--- config.mk ---
export PLATFORM = sky130hd
export DESIGN_NAME = elevador_cabina
export DESIGN_NICKNAME = d
export VERILOG_FILES = /design/src/rtl/elevador_pkg.sv /design/src/rtl/elevador_onehot_cmp.sv /design/src/rtl/elevador_cabina.sv
export SDC_FILE = /design/constraint.sdc
export NUM_CORES = 1
export LEC_CHECK = 0
export BUFFER_PORTS_ARGS = -buffer_cell sky130_fd_sc_hd__buf_2
export CELL_PAD_IN_SITES_DETAIL_PLACEMENT = 1
export CELL_PAD_IN_SITES_GLOBAL_PLACEMENT = 2
export CORE_MARGIN = 1
export CORE_UTILIZATION = 37
export DETAILED_ROUTE_END_ITERATION = 12
export PLACE_DENSITY = 0.89
export SYNTH_ARGS = -nofsm -noshare
export SYNTH_HDL_FRONTEND = slang
export SYNTH_SLANG_ARGS = --single-unit
--- constraint.sdc ---
create_clock -name clk -period 6.55 [get_ports clk]
set_input_delay 0.9825 -clock clk [delete_from_list [all_inputs] [get_ports clk]]
set_output_delay 0.9825 -clock clk [all_outputs]
set_load 0.005 [all_outputs]
--- src/rtl/elevador_pkg.sv ---
// rtl/elevador_pkg.sv - shared types and helpers for the elevator car controller
package elevador_pkg;

    typedef enum logic [1:0] {
        PARADO   = 2'd0,
        SUBIENDO = 2'd1,
        BAJANDO  = 2'd2,
        LLEGADA  = 2'd3
    } estado_t;

    localparam int N_FLOORS_DEF = 4;
    localparam int MAX_FLOORS   = 32;

    // Exactly one bit set; callers zero-extend their floor vector to MAX_FLOORS.
    function automatic logic onehot_valid(input logic [MAX_FLOORS-1:0] v);
        return (v != '0) && ((v & (v - MAX_FLOORS'(1))) == '0);
    endfunction

endpackage

--- src/rtl/elevador_onehot_cmp.sv ---
// rtl/elevador_onehot_cmp.sv - magnitude compare of two one-hot floor vectors
module elevador_onehot_cmp #(
    parameter int N = 4
) (
    input  logic [N-1:0] a,
    input  logic [N-1:0] b,
    output logic         mayor,
    output logic         menor,
    output logic         igual
);

    // For one-hot codes a higher set bit is a higher floor, so plain unsigned compare works.
    assign mayor = (a > b);
    assign menor = (a < b);
    assign igual = (a == b);

endmodule

--- src/rtl/elevador_cabina.sv ---
// rtl/elevador_cabina.sv - car drive model: moves one floor per TRAVEL_CYCLES and reports arrival
module elevador_cabina
    import elevador_pkg::*;
#(
    parameter int N_FLOORS      = N_FLOORS_DEF,
    parameter int TRAVEL_CYCLES = 4
) (
    input  logic                clk,
    input  logic                rst,
    input  logic [N_FLOORS-1:0] siguiente,
    input  logic                mover,
    input  logic                puerta,
    output logic [N_FLOORS-1:0] piso_actual,
    output logic                llego,
    output logic                motor_sube,
    output logic                motor_baja,
    output logic [1:0]          estado_cab,
    output logic                error_cmd
);

    localparam int CW = (TRAVEL_CYCLES > 1) ? $clog2(TRAVEL_CYCLES) : 1;
    localparam logic [CW-1:0] CNT_LAST = CW'(TRAVEL_CYCLES - 1);

    estado_t             estado;
    logic [N_FLOORS-1:0] objetivo;
    logic [CW-1:0]       cnt;
    logic [N_FLOORS-1:0] paso;
    logic                mayor, menor, igual;
    logic                cmd_ok;

    elevador_onehot_cmp #(.N(N_FLOORS)) u_cmp (
        .a     (siguiente),
        .b     (piso_actual),
        .mayor (mayor),
        .menor (menor),
        .igual (igual)
    );

    assign cmd_ok     = onehot_valid(MAX_FLOORS'(siguiente));
    assign estado_cab = estado;

    // Next floor position in the current travel direction.
    always_comb begin
        paso = piso_actual;
        if (estado == SUBIENDO)
            paso = {piso_actual[N_FLOORS-2:0], 1'b0};
        else if (estado == BAJANDO)
            paso = {1'b0, piso_actual[N_FLOORS-1:1]};
    end

    always_ff @(posedge clk or negedge rst) begin
        if (!rst) begin
            estado      <= PARADO;
            piso_actual <= N_FLOORS'(1);
            objetivo    <= N_FLOORS'(1);
            cnt         <= '0;
            llego       <= 1'b0;
            motor_sube  <= 1'b0;
            motor_baja  <= 1'b0;
            error_cmd   <= 1'b0;
        end else begin
            case (estado)
                PARADO: begin
                    if (mover && !puerta) begin
                        if (!cmd_ok) begin
                            error_cmd <= 1'b1;
                        end else begin
                            error_cmd <= 1'b0;
                            objetivo  <= siguiente;
                            if (mayor) begin
                                estado     <= SUBIENDO;
                                motor_sube <= 1'b1;
                            end else if (menor) begin
                                estado     <= BAJANDO;
                                motor_baja <= 1'b1;
                            end else if (igual) begin
                                estado <= LLEGADA;
                                llego  <= 1'b1;
                            end
                        end
                    end
                end
                SUBIENDO, BAJANDO: begin
                    // An open door stalls the car: motor off, count frozen, state kept.
                    if (puerta) begin
                        motor_sube <= 1'b0;
                        motor_baja <= 1'b0;
                    end else begin
                        motor_sube <= (estado == SUBIENDO);
                        motor_baja <= (estado == BAJANDO);
                        if (cnt == CNT_LAST) begin
                            cnt         <= '0;
                            piso_actual <= paso;
                            if (paso == objetivo) begin
                                estado     <= LLEGADA;
                                llego      <= 1'b1;
                                motor_sube <= 1'b0;
                                motor_baja <= 1'b0;
                            end
                        end else begin
                            cnt <= cnt + CW'(1);
                        end
                    end
                end
                LLEGADA: begin
                    if (!mover) begin
                        estado <= PARADO;
                        llego  <= 1'b0;
                    end
                end
                default: estado <= PARADO;
            endcase
        end
    end

endmodule

==> qor.yml, run 1 <==
outcome: "finished clean"
ys_seq_elements: 16
syn_to_final_growth_pct: 13.66
ctsResizeCount: 0
ys_seq_area_frac: 0.3462
dieArea_um2: 3373
grt_pass1_vias: 950
yosys_warnings: 0
drtPass1Iterations: 4
syn_area_per_cell_um2: 9.861
root_buffer: "clkbuf_4"
finalSetupViolations: 0
postSynthCellCount: 118
layout_commonest_cell: "buf_2"
hold_viol: 0
fin_nets: 157
hpwlAfterDp_mm: 2.131
post-place-cells: 175
drv_slew: 0
synth_edf_count: 0
die_h_um: 58.08
cts_tree: "yes"
fin_setup_tns_ps: 0
drv_cap: 0
post-route-cell-area_um2: 1323
cts_buffers: 3
grt.overflow.total: 0
wl_per_cell_um: 15.40
grt_pass1_wl_mm: 4.547
holdWs_ps: 532.7
path_clk_slew_ps: 100
ys_types: 39
initial_core_util: 0.4045
ios: 18
vias: 946
drt_iter0_drc: 8
stdcell_count: 179
critPathMaxFanout: 15
hold_buffers: 0
port-buffer-count: 17
synthesis.nets: 137
syn_area_um2: 1164
worst_pin_slew_ps: 476.8
diodes: 0
powerDensity_nw_per_um2: 488.5
fin_ws_ps: 4038
min-delay-path-class: "flop to flop"
period_minus_slack_ps: 2512
grt.total_usage: 0.1864
postSynth.asyncResetShare: 1.000
drive_gt1_frac: 0.2920
totalWireLength_mm: 2.756
grt_max_degree: 17
placed_area_um2: 1286
cp-start-kind: "flop"
post-cts-setup-buffers: 0
clock_skew_ps: 7.193
rsz0062_at_grt: "false"
max_slew_margin: 0.6821
worstSetupPathType: "flop to flop"
r2r_slack_ps: 4040
irDropWorstVdd_mv: 0.2060
h-tree-depth: 1
clock_latency_ps: 310
whs_path_depth: 1
fmax_ghz: 0.3981
endpoint_kind: "flop"
place.gp.congestion: 0.7893
clock_path_buffers: 2
synth_flop_cell: "dfrtp_1"
layout_worst_path_cycle_share: 0.3835
place_ws_ps: 3946
totalPowerFinal_mw: 0.6461
ant_nets: 0
rr_worst_depth: 8
cts.sinks: 16
core_area_um2: 2877
floorplan.rows: 19
via_per_inst: 5.285
fin_util: 0.4598
worstPathArrival_ps: 2710
layout_common_cells: "buf_2 (17), dfrtp_1 (14), inv_1 (11), ha_1 (11), o21ai_0 (10)"
drc: 0
p_leak_nw: 0.6076
dieWidth_um: 58.08
required_ps: 6750
antenna_found_initial: 0
[power breakdown]
part	total (mW)	leakage [nW]	internal [mW]	switching (mW)
sequential	0.190	0.188	0.147	0.0429
combinational	0.385	0.399	0.178	0.206
clock	0.0712	0.0210	0.0340	0.0372
total	0.646	0.608	0.360	0.286
[area by class of cell]
type,instances,area [µm²]
fillers,334,1554
flip-flops and latches,16,402.9
repair buffers,17,85.08
multi-input cells,89,704.4
well taps,42,52.55
clock buffers,4,36.28
inverters,11,41.29
[cell families (layout without fill, tap and decap cells)]
family | after synthesis | count (layout) | synth area share
compound gates | 36 | 36 | 0.2000
buf+inv | 13 | 32 | 0.04838
xor+xnor | 3 | 3 | 0.02258
simple gates | 26 | 26 | 0.1355
mux | 13 | 13 | 0.1290
flops | 16 | 16 | 0.3462
fa+ha+maj | 11 | 11 | 0.1183
[cell usage after synthesis (all sizes together), types with 2 or more instances]
cell type	n	area share
dfstp	2	0.045
nand2	6	0.019
dfrtp	14	0.30
nor3b	2	0.013
mux2i	3	0.026
a31oi	4	0.022
o21ai	12	0.058
inv	11	0.035
xnor2	2	0.015
a21oi	8	0.034
o31ai	2	0.013
nor2	8	0.028
ha	11	0.12
mux2	10	0.10
nand3b	2	0.013
[flip-flops by register name, indices dropped and copies added, names as in the netlist]
name         flops
estado_cab       2
error_cmd        1
objetivo         4
piso_actual      4
cnt              2
llego            1
motor_baja       1
motor_sube       1
[critical path: stages, from the launching register on]
cell     delay (ps)
dfrtp_1         430
inv_1           140
ha_1            470
inv_1           180
a31oi_1         210
xor2_1          130
nor4_4          410
o21ai_2         120
mux2_4          310
[layer usage]
metal / track usage / vias up / routed length [µm] / share of wire
met2: 0.2742 / 16 / 1294 / 0.47
met4: 0.09864 / 0 / 71 / 0.026
met5: 0 / - / 0 / 0
met3: 0.03571 / 5 / 90 / 0.033
li1: - / 462 / - / -
met1: 0.2584 / 463 / 1300 / 0.47
[final timing paths]
check                                     startpoint                          to
setup / recovery           estado_cab[1]$_DFFE_PN0P_   estado_cab[0]$_DFFE_PN0P_
hold / removal                    cnt[1]$_DFFE_PN0P_          cnt[1]$_DFFE_PN0P_
setup reg to reg           estado_cab[1]$_DFFE_PN0P_   estado_cab[0]$_DFFE_PN0P_
hold reg to reg                   cnt[1]$_DFFE_PN0P_          cnt[1]$_DFFE_PN0P_
max in group asynchronous                        rst  piso_actual[0]$_DFFE_PN1P_
min in group asynchronous                        rst     objetivo[1]$_DFFE_PN0P_
Note: power is estimated with default switching activity, not from simulation.
==> run 2, diff against run 1 <==
ABC_AREA = 1   (was default)
CORE_UTILIZATION = 31   (was 37)
PLACE_DENSITY = 0.85   (was 0.89)
clock period = 2.6 ns   (was 6.55 ns; I/O delays follow)
==> qor.yml, run 2 <==
drv_slew: 0
drive_gt1_frac: 0.2287
layout_common_cells: "nand2_1 (54), inv_1 (18), buf_2 (17)"
worst_pin_slew_ps: 491.1
ys_seq_area_frac: 0.3415
h-tree-depth: 1
cp_common_cell: "inv_1"
cp_slowest_cell: "dfrtp_1"
max_slew_margin: 0.6714
grt.total_usage: 0.1776
top_layer_used: "met4"
synth.top_cells.by_count: "nand2_1 (54), inv_1 (18), dfrtp_1 (14), nand3_1 (12), nor2_1 (12)"
syn_area_um2: 1180
reg_top3: "objetivo (4), piso_actual (4)"
irDropWorstVdd_mv: 0.4900
hold_viol: 0
crit_chain: "inv_1, ha_1, inv_1, nor2_1, nand3_1, o21ai_0"
place_ws_ps: 750.7
port-buffer-count: 17
powerDensity_nw_per_um2: 1285
vias: 1120
ant_nets: 0
nFillCells: 482
period_minus_slack_ps: 1891
clock_skew_ps: 7.517
dr_wl_met3_um: 101
endpoint_kind: "flop"
min-delay-path-class: "primary input to async pin"
grt_pass1_vias: 1151
cp-start-kind: "flop"
switching_power_mw: 0.8624
layout_worst_path_cycle_share: 0.7273
post-cts-setup-buffers: 0
via_per_inst: 4.746
dieArea_um2: 4057
cp_slowest_stage_delay_ps: 460
grt_pass1_wl_mm: 5.506
synthesis.nets: 186
p_seq_frac: 0.278
fin_nets: 208
core_area_um2: 3661
finalSetupViolations: 0
root_buffer: "clkbuf_8"
synth_edf_count: 0
clockPowerShare: 0.128
layout_commonest_cell: "nand2_1"
rr_worst_depth: 6
drtPass1Iterations: 4
dieWidth_um: 63.70
postSynthCellCount: 167
worstPathArrival_ps: 2060
p_leak_nw: 0.7142
place.gp.congestion: 0.9076
multi_input_area_um2: 683.2
worstSetupPathType: "flop to flop"
drt_iter0_drc: 26
drc: 0
totalWireLength_mm: 3.071
diodes: 0
clock_latency_ps: 260
grt.overflow.total: 0
m1WireLength_mm: 1.467
yosys_warnings: 0
comb_power_share: 0.594
cts.sinks: 16
initial_core_util: 0.3223
syn_to_final_growth_pct: 16.97
stdcell_count: 236
antenna_found_initial: 0
yosysTopAreaCell: "dfrtp_1"
outcome: "finished clean"
wl_met2_mm: 1.446
critPathMaxFanout: 8
cts_buffers: 3
hold_buffers: 0
die_h_um: 63.70
switching_share: 0.4865
path_clk_slew_ps: 70
synthTopCellsByArea: "dfrtp_1 (30%), nand2_1 (17%), ha_1 (12%), inv_1 (5.7%), nand3_1 (5.1%)"
rsz0062_at_grt: "false"
required_ps: 2770
grt_max_degree: 17
post-place-cells: 232
hpwlAfterDp_mm: 2.558
postSynth.asyncResetShare: 1.000
synth_flop_cell: "dfrtp_1"
ys_seq_elements: 16
cts_tree: "yes"
ios: 18
syn_area_per_cell_um2: 7.065
ys_types: 21
fin_setup_tns_ps: 0
floorplan.rows: 22
synth.most_common_cell: "nand2_1"
clock_path_buffers: 2
ctsResizeCount: 0
fin_ws_ps: 708.9
synth_top_area_share: 0.2969
holdWs_ps: 43.10
register_area_um2: 402.9
fmax_ghz: 0.5288
internal_power_mw: 0.9103
wl_per_cell_um: 13.01
drv_cap: 0
==> run 2: logic make-up (layout without fill, tap and decap cells) <==
kind of cell | after synthesis | in the layout | synth area share
buffers and inverters | 25 | 46 | 0.07953
AND/OR/NAND/NOR | 94 | 94 | 0.3680
flip-flops | 16 | 16 | 0.3415
adder cells (fa/ha/maj) | 11 | 11 | 0.1166
AO/OA/AOI/OAI | 21 | 21 | 0.09437
==> run 2: power by group through the flow <==
stage                     Clock (mW)  Combinational (mW)  Sequential, mW
final                          0.227                1.05           0.494
after global routing           0.245                1.22           0.514
after CTS                      0.232                1.07           0.496
after detailed placement           0                1.06           0.497
after global placement             0                1.03           0.490
after floorplan                    0               0.757           0.481
==> run 2: final timing paths <==
path                                      startpoint                          to  slack [ps]
setup / recovery           estado_cab[1]$_DFFE_PN0P_  piso_actual[1]$_DFFE_PN0P_         710
hold / removal                                   rst   estado_cab[1]$_DFFE_PN0P_          40
setup reg to reg           estado_cab[1]$_DFFE_PN0P_  piso_actual[1]$_DFFE_PN0P_         710
hold reg to reg                    llego$_DFFE_PN0P_           llego$_DFFE_PN0P_         480
max in group asynchronous                        rst  piso_actual[0]$_DFFE_PN1P_        2240
min in group clk                        siguiente[0]     objetivo[0]$_DFFE_PN1P_         400
==> run 2: stage by stage <==
stage            util  total power [mW]  instance area, µm²
3_3_place_gp   0.3619             1.522                1325
2_1_floorplan       -             1.237                1180
6_report       0.3770             1.773                1380
5_1_grt        0.3770             1.979                1380
4_1_cts        0.3770             1.797                1380
3_5_place_dp   0.3619             1.560                1325
==> run 2: routing by layer <==
metal,vias to the layer above,track usage
met5,-,0
met4,0,0.04545
met1,530,0.2242
met3,6,0.04529
met2,19,0.2979
li1,565,-
==> run 2: cell type report <==
cell class	instances	share of cell area
repair buffers	17	0.06165
flip-flops and latches	16	0.2919
well taps	48	0.04352
clock buffers	4	0.03989
inverters	25	0.06800
multi-input cells	126	0.4950
==> run 2: critical path: cells and delay by family, from the launching register on <==
kind | cells | cell delay [ps]
simple gates | 2 | 580
flops | 1 | 460
buf+inv | 2 | 270
compound gates | 1 | 100
fa+ha+maj | 1 | 400
